--- src/rtl/booth_mul_arbiter_if.sv ---
// Bundles the requester, multiplier and result signals of booth_mul_arbiter.
// The slave modport is the arbiter's view; master is the surrounding system.
interface booth_mul_arbiter_if #(
  parameter int NUM_REQ = 4,
  parameter int IDW     = $clog2(NUM_REQ)
) ();
  logic [NUM_REQ-1:0]    req_valid;
  logic [NUM_REQ*16-1:0] req_a;
  logic [NUM_REQ*16-1:0] req_b;
  logic [NUM_REQ-1:0]    req_ready;
  logic [15:0]           mul_a;
  logic [15:0]           mul_b;
  logic [31:0]           mul_p;
  logic                  res_valid;
  logic [31:0]           res_data;
  logic [IDW-1:0]        res_id;
  logic                  res_ready;
  logic                  busy;

  modport master (
    output req_valid, req_a, req_b, mul_p, res_ready,
    input  req_ready, mul_a, mul_b, res_valid, res_data, res_id, busy
  );

  modport slave (
    input  req_valid, req_a, req_b, mul_p, res_ready,
    output req_ready, mul_a, mul_b, res_valid, res_data, res_id, busy
  );
endinterface

--- src/rtl/booth_mul_arbiter.sv ---
// Round-robin sharing of one external combinational Booth multiplier among
// NUM_REQ requesters, with an operand stage (S1) and a product stage (S2).
module booth_mul_arbiter #(
  parameter int NUM_REQ = 4,
  parameter int IDW     = $clog2(NUM_REQ)
) (
  input logic               clk,
  input logic               rst,
  booth_mul_arbiter_if.slave bus
);

  logic                s1_valid_q;
  logic [15:0]         s1_a_q;
  logic [15:0]         s1_b_q;
  logic [IDW-1:0]      s1_id_q;
  logic                s2_valid_q;
  logic [31:0]         s2_data_q;
  logic [IDW-1:0]      s2_id_q;
  logic [IDW-1:0]      rr_ptr_q;

  logic                s1_adv;
  logic                s2_adv;
  logic                any_req;
  logic                hs;
  logic [IDW-1:0]      grant;
  logic [NUM_REQ-1:0]  req_ready_d;

  assign s2_adv  = !s2_valid_q || bus.res_ready;
  assign s1_adv  = !s1_valid_q || s2_adv;
  assign any_req = |bus.req_valid;
  assign hs      = s1_adv && any_req;

  // First valid requester after rr_ptr, wrapping modulo NUM_REQ.
  always_comb begin
    int unsigned idx;
    logic        found;
    idx   = 0;
    found = 1'b0;
    grant = '0;
    for (int unsigned k = 1; k <= NUM_REQ; k++) begin
      idx = (32'(rr_ptr_q) + k) % NUM_REQ;
      if (!found && bus.req_valid[idx]) begin
        found = 1'b1;
        grant = IDW'(idx);
      end
    end
  end

  // Held low during reset so no requester sees an accept that cannot land.
  always_comb begin
    req_ready_d = '0;
    if (hs && !rst) req_ready_d[grant] = 1'b1;
  end

  always_ff @(posedge clk or posedge rst) begin
    if (rst) begin
      s1_valid_q <= 1'b0;
      s1_a_q     <= '0;
      s1_b_q     <= '0;
      s1_id_q    <= '0;
      s2_valid_q <= 1'b0;
      s2_data_q  <= '0;
      s2_id_q    <= '0;
      rr_ptr_q   <= IDW'(NUM_REQ - 1);
    end else begin
      if (hs) begin
        s1_valid_q <= 1'b1;
        s1_a_q     <= bus.req_a[16*grant +: 16];
        s1_b_q     <= bus.req_b[16*grant +: 16];
        s1_id_q    <= grant;
        rr_ptr_q   <= grant;
      end else if (s1_adv) begin
        s1_valid_q <= 1'b0;
      end
      if (s2_adv) begin
        s2_valid_q <= s1_valid_q;
        if (s1_valid_q) begin
          s2_data_q <= bus.mul_p;
          s2_id_q   <= s1_id_q;
        end
      end
    end
  end

  assign bus.req_ready = req_ready_d;
  assign bus.mul_a     = s1_a_q;
  assign bus.mul_b     = s1_b_q;
  assign bus.res_valid = s2_valid_q;
  assign bus.res_data  = s2_data_q;
  assign bus.res_id    = s2_id_q;
  assign bus.busy      = s1_valid_q || s2_valid_q;

endmodule

--- src/flat_wrapper.sv ---
// flat-port wrapper written by rule: the top's interface ports become plain ports
module booth_mul_arbiter_flat 
#(
  parameter int NUM_REQ = 4,
  parameter int IDW     = $clog2(NUM_REQ)
)
  (clk, rst, bus_req_valid, bus_req_a, bus_req_b, bus_mul_p, bus_res_ready, bus_req_ready, bus_mul_a, bus_mul_b, bus_res_valid, bus_res_data, bus_res_id, bus_busy);
  booth_mul_arbiter_if #(.NUM_REQ(NUM_REQ), .IDW(IDW)) bus_i ();
  input logic clk;
  input logic rst;
  input wire logic [$bits(bus_i.req_valid)-1:0] bus_req_valid;
  input wire logic [$bits(bus_i.req_a)-1:0] bus_req_a;
  input wire logic [$bits(bus_i.req_b)-1:0] bus_req_b;
  input wire logic [$bits(bus_i.mul_p)-1:0] bus_mul_p;
  input wire logic [$bits(bus_i.res_ready)-1:0] bus_res_ready;
  output wire logic [$bits(bus_i.req_ready)-1:0] bus_req_ready;
  output wire logic [$bits(bus_i.mul_a)-1:0] bus_mul_a;
  output wire logic [$bits(bus_i.mul_b)-1:0] bus_mul_b;
  output wire logic [$bits(bus_i.res_valid)-1:0] bus_res_valid;
  output wire logic [$bits(bus_i.res_data)-1:0] bus_res_data;
  output wire logic [$bits(bus_i.res_id)-1:0] bus_res_id;
  output wire logic [$bits(bus_i.busy)-1:0] bus_busy;
  assign bus_i.req_valid = bus_req_valid;
  assign bus_i.req_a = bus_req_a;
  assign bus_i.req_b = bus_req_b;
  assign bus_i.mul_p = bus_mul_p;
  assign bus_i.res_ready = bus_res_ready;
  assign bus_req_ready = bus_i.req_ready;
  assign bus_mul_a = bus_i.mul_a;
  assign bus_mul_b = bus_i.mul_b;
  assign bus_res_valid = bus_i.res_valid;
  assign bus_res_data = bus_i.res_data;
  assign bus_res_id = bus_i.res_id;
  assign bus_busy = bus_i.busy;
  booth_mul_arbiter #(.NUM_REQ(NUM_REQ), .IDW(IDW)) u_core (.clk(clk), .rst(rst), .bus(bus_i));
endmodule
--- config.mk ---
export PLATFORM = sky130hd
export DESIGN_NAME = booth_mul_arbiter_flat
export DESIGN_NICKNAME = d
export VERILOG_FILES = /design/src/rtl/booth_mul_arbiter_if.sv /design/src/rtl/booth_mul_arbiter.sv /design/src/flat_wrapper.sv
export SDC_FILE = /design/constraint.sdc
export NUM_CORES = 1
export LEC_CHECK = 0
export CORE_AREA = 8 8 127 129
export CTS_CLUSTER_DIAMETER = 80
export DETAILED_ROUTE_END_ITERATION = 16
export DIE_AREA = 0 0 135 137
export PLACE_DENSITY_LB_ADDON = 0.1
export RECOVER_POWER = 25
export SLEW_MARGIN = 20
export SYNTH_ARGS = -nofsm -noshare
export SYNTH_HDL_FRONTEND = slang
export SYNTH_SLANG_ARGS = --single-unit
--- constraint.sdc ---
create_clock -name clk -period 2.7 [get_ports clk]
set_input_delay 0.27 -clock clk [delete_from_list [all_inputs] [get_ports clk]]
set_output_delay 0.27 -clock clk [all_outputs]
set_load 0.02 [all_outputs]
==> impl_metrics.env <==
export IMPL_yosysMostFrequentCell="dfrtp_1"
export IMPL_worst_pin_slew_ns=1.49
export IMPL_die_area_um2=18500
export IMPL_r2r_end="u_core.bus.mul_a[10]$_DFFE_PP0N_"
export IMPL_via_per_inst=4.85
export IMPL_yosysUniqueCellTypes=40
export IMPL_grt_pass1_vias=4163
export IMPL_reg2reg_slack_ns=0.58
export IMPL_yosysTopAreaCellShare_pct=43.9
export IMPL_clk_pin_slew_ns=0.06
export IMPL_dr_pass1_iters=4
export IMPL_clockBufferDepth=2
export IMPL_end_kind="output port"
export IMPL_postSynthAreaPerCell_um2=10.6
export IMPL_overflow=0
export IMPL_chipHeight_um=137
export IMPL_cts_root_buf="clkbuf_16"
export IMPL_coreArea_um2=14200
export IMPL_cts_tree="done"
export IMPL_grt_antenna_before_repair=0
export IMPL_synth_area_leaders="dfrtp_1, a31oi_1, mux2_2, nor4_2, a22oi_1"
export IMPL_min_path_type="reg -> reg"
export IMPL_cp_max_fo=11
export IMPL_nets=781
export IMPL_r2r_start="u_core.rr_ptr_q[1]$_DFFE_PP1N_"
export IMPL_drc=0
export IMPL_grt_use_total_pct=16.5
export IMPL_cts_buffers=9
export IMPL_synthTopCellsByCount="dfrtp_1, a31oi_1, nor2_1, mux2_2, a22oi_1"
export IMPL_p_leak_nw=2.72
export IMPL_synth_top_area_cell="dfrtp_1"
export IMPL_ys_ff_latch=72
export IMPL_critical_path_class="reg -> out"
export IMPL_critPathLaunch="u_core.rr_ptr_q[1]$_DFFE_PP1N_"
export IMPL_r2r_worst_path_cells=6
export IMPL_synthFlopType="dfrtp_1"
export IMPL_drt_iter0_drc=133
export IMPL_cp_endpoint="bus_req_ready[3]"
export IMPL_ys_seq_area_share_pct=45.2
export IMPL_io_pins=239
export IMPL_num_rows=44
export IMPL_ys_warnings_count=0
export IMPL_fin_crit_ns=2.51
export IMPL_hpwl_mm=12.3
export IMPL_postCtsHoldBufs=0
export IMPL_port_buffers=238
export IMPL_critical_path_required_ns=2.43
export IMPL_finClkSkew_ns=0.00713
export IMPL_ant_nets=0
export IMPL_synth_nets=544
export IMPL_startpoint_type="register"
export IMPL_slew_violations=0
export IMPL_postCtsSetupBuffers=0
export IMPL_rsz0062_at_grt="no"
export IMPL_drive_gt1_share_pct=17.6
export IMPL_max_freq_mhz=399
export IMPL_ir_worst_vdd_mv=0.264
export IMPL_place_gp_congestion=0.821
export IMPL_maxSlewHeadroom_pct=0.919
export IMPL_fin_crit_sh_pct=92.9
export IMPL_clock_latency_ns=0.33
export IMPL_clkSinkCount=72
export IMPL_route_met3_wl_mm=1.54
export IMPL_hold_viol_final=0
export IMPL_cts_resized_gates=0
export IMPL_netlist_instances=377
export IMPL_dieWidth_um=135
export IMPL_start_util_pct=28.1
export IMPL_crit_arrival_ns=2.24
export IMPL_tns_ns=0
export IMPL_num_vias=3895
export IMPL_cts_htree_levels=3
export IMPL_drt_wirelength_per_cell_um=19.4
export IMPL_setup_viol=0
export IMPL_status="finished clean"
export IMPL_grt_first_pass_wirelength_mm=23.6
export IMPL_utilization_pct=48.8
export IMPL_top_layer="met4"
export IMPL_syn_area_um2=3990
export IMPL_totalPowerFinal_w=0.00468
export IMPL_postRouteWirelength_mm=15.6
export IMPL_grt_max_degree=44
export IMPL_async_flop_share_pct=100
export IMPL_areaGrowthSynthToFinish_pct=73.7
export IMPL_power_per_cell_area_nw_per_um2=675
export IMPL_wl_met2_mm=7.19
export IMPL_wl_met1_mm=6.65
export IMPL_synth_edff_count=0
export IMPL_num_antenna_cells=0
export IMPL_cap_viol_max_count=0
-- area by class of cell --
cell class | count | area (µm²)
inverters | 30 | 114
clock inverters | 7 | 125
multi-input cells | 240 | 1860
repair buffers | 261 | 2570
fillers | 1377 | 7270
flip-flops and latches | 72 | 1800
clock buffers | 9 | 225
well taps | 184 | 230
-- stage by stage --
step,cells,hold slack (ns),instance area [µm²],setup slack [ns]
4_1_cts,803,0.301,6940,0.141
3_3_place_gp,787,0.486,6590,0.200
3_5_place_dp,787,0.495,6590,0.205
2_1_floorplan,377,0.418,3990,0.153
5_1_grt,803,0.517,6930,0.0310
6_report,803,0.505,6930,0.192
-- power breakdown --
group | total (W) | internal (W) | switching [W]
registers | 0.00142 | 0.00129 | 0.000130
clock network | 0.00139 | 0.000914 | 0.000480
logic | 0.00186 | 0.000913 | 0.000947
total | 0.00468 | 0.00312 | 0.00156
-- worst max-delay path: stages (launching register included) --
cell,delay [ns]
dfstp_2,0.65
nor2_1,0.08
o32ai_1,0.31
and3_1,0.22
clkdlybuf4s50_1,0.65
-- metal layers --
layer,global-route usage (%),up-vias
met2,27.2,193
met3,6.50,14
met1,19.2,1799
met5,0,-
met4,5.61,0
li1,-,1889
-- kinds of logic (layout without fill, tap and decap cells) --
group,after synthesis,after routing,share of synthesized area (%)
buf+inv,65,307,8.97
flops,72,72,45.2
mux,35,35,9.84
simple gates,89,89,15.7
compound gates,116,116,20.3
-- worst min-delay path by stage --
stage / start / to / slack, ns / cells after the start
floorplan: bus_req_valid[1] / u_core.s1_valid_q$_DFFE_PP0P_ / 0.42 / 2
global placement: u_core.bus.res_data[14]$_DFFE_PP0P_ / u_core.bus.res_data[14]$_DFFE_PP0P_ / 0.49 / 1
detailed placement: u_core.bus.res_data[25]$_DFFE_PP0P_ / u_core.bus.res_data[25]$_DFFE_PP0P_ / 0.49 / 1
CTS: rst / u_core.bus.mul_b[14]$_DFFE_PP0N_ / 0.30 / 3
global route: u_core.bus.res_data[26]$_DFFE_PP0P_ / u_core.bus.res_data[26]$_DFFE_PP0P_ / 0.52 / 1
finish: u_core.bus.res_data[29]$_DFFE_PP0P_ / u_core.bus.res_data[29]$_DFFE_PP0P_ / 0.50 / 1
-- flip-flops by register name, indices dropped and copies added (netlist names) --
signal                count
u_core.bus.res_data      32
u_core.bus.mul_a         16
u_core.s1_id_q            2
u_core.bus.res_id         2
u_core.bus.res_valid      1
u_core.bus.mul_b         16
u_core.rr_ptr_q           2
u_core.s1_valid_q         1
-- placed cells by master (no fill, tap or decap), types with 9 or more instances in the layout --
| master | count |
|---|---|
| nor4_2 | 23 |
| dfrtp_1 | 70 |
| nor2_1 | 38 |
| buf_4 | 18 |
| inv_1 | 29 |
| a31oi_1 | 64 |
| a22oi_1 | 32 |
| clkdlybuf4s50_1 | 236 |
| mux2_2 | 34 |
| clkbuf_16 | 9 |
Power figures use the tool's default switching activity.
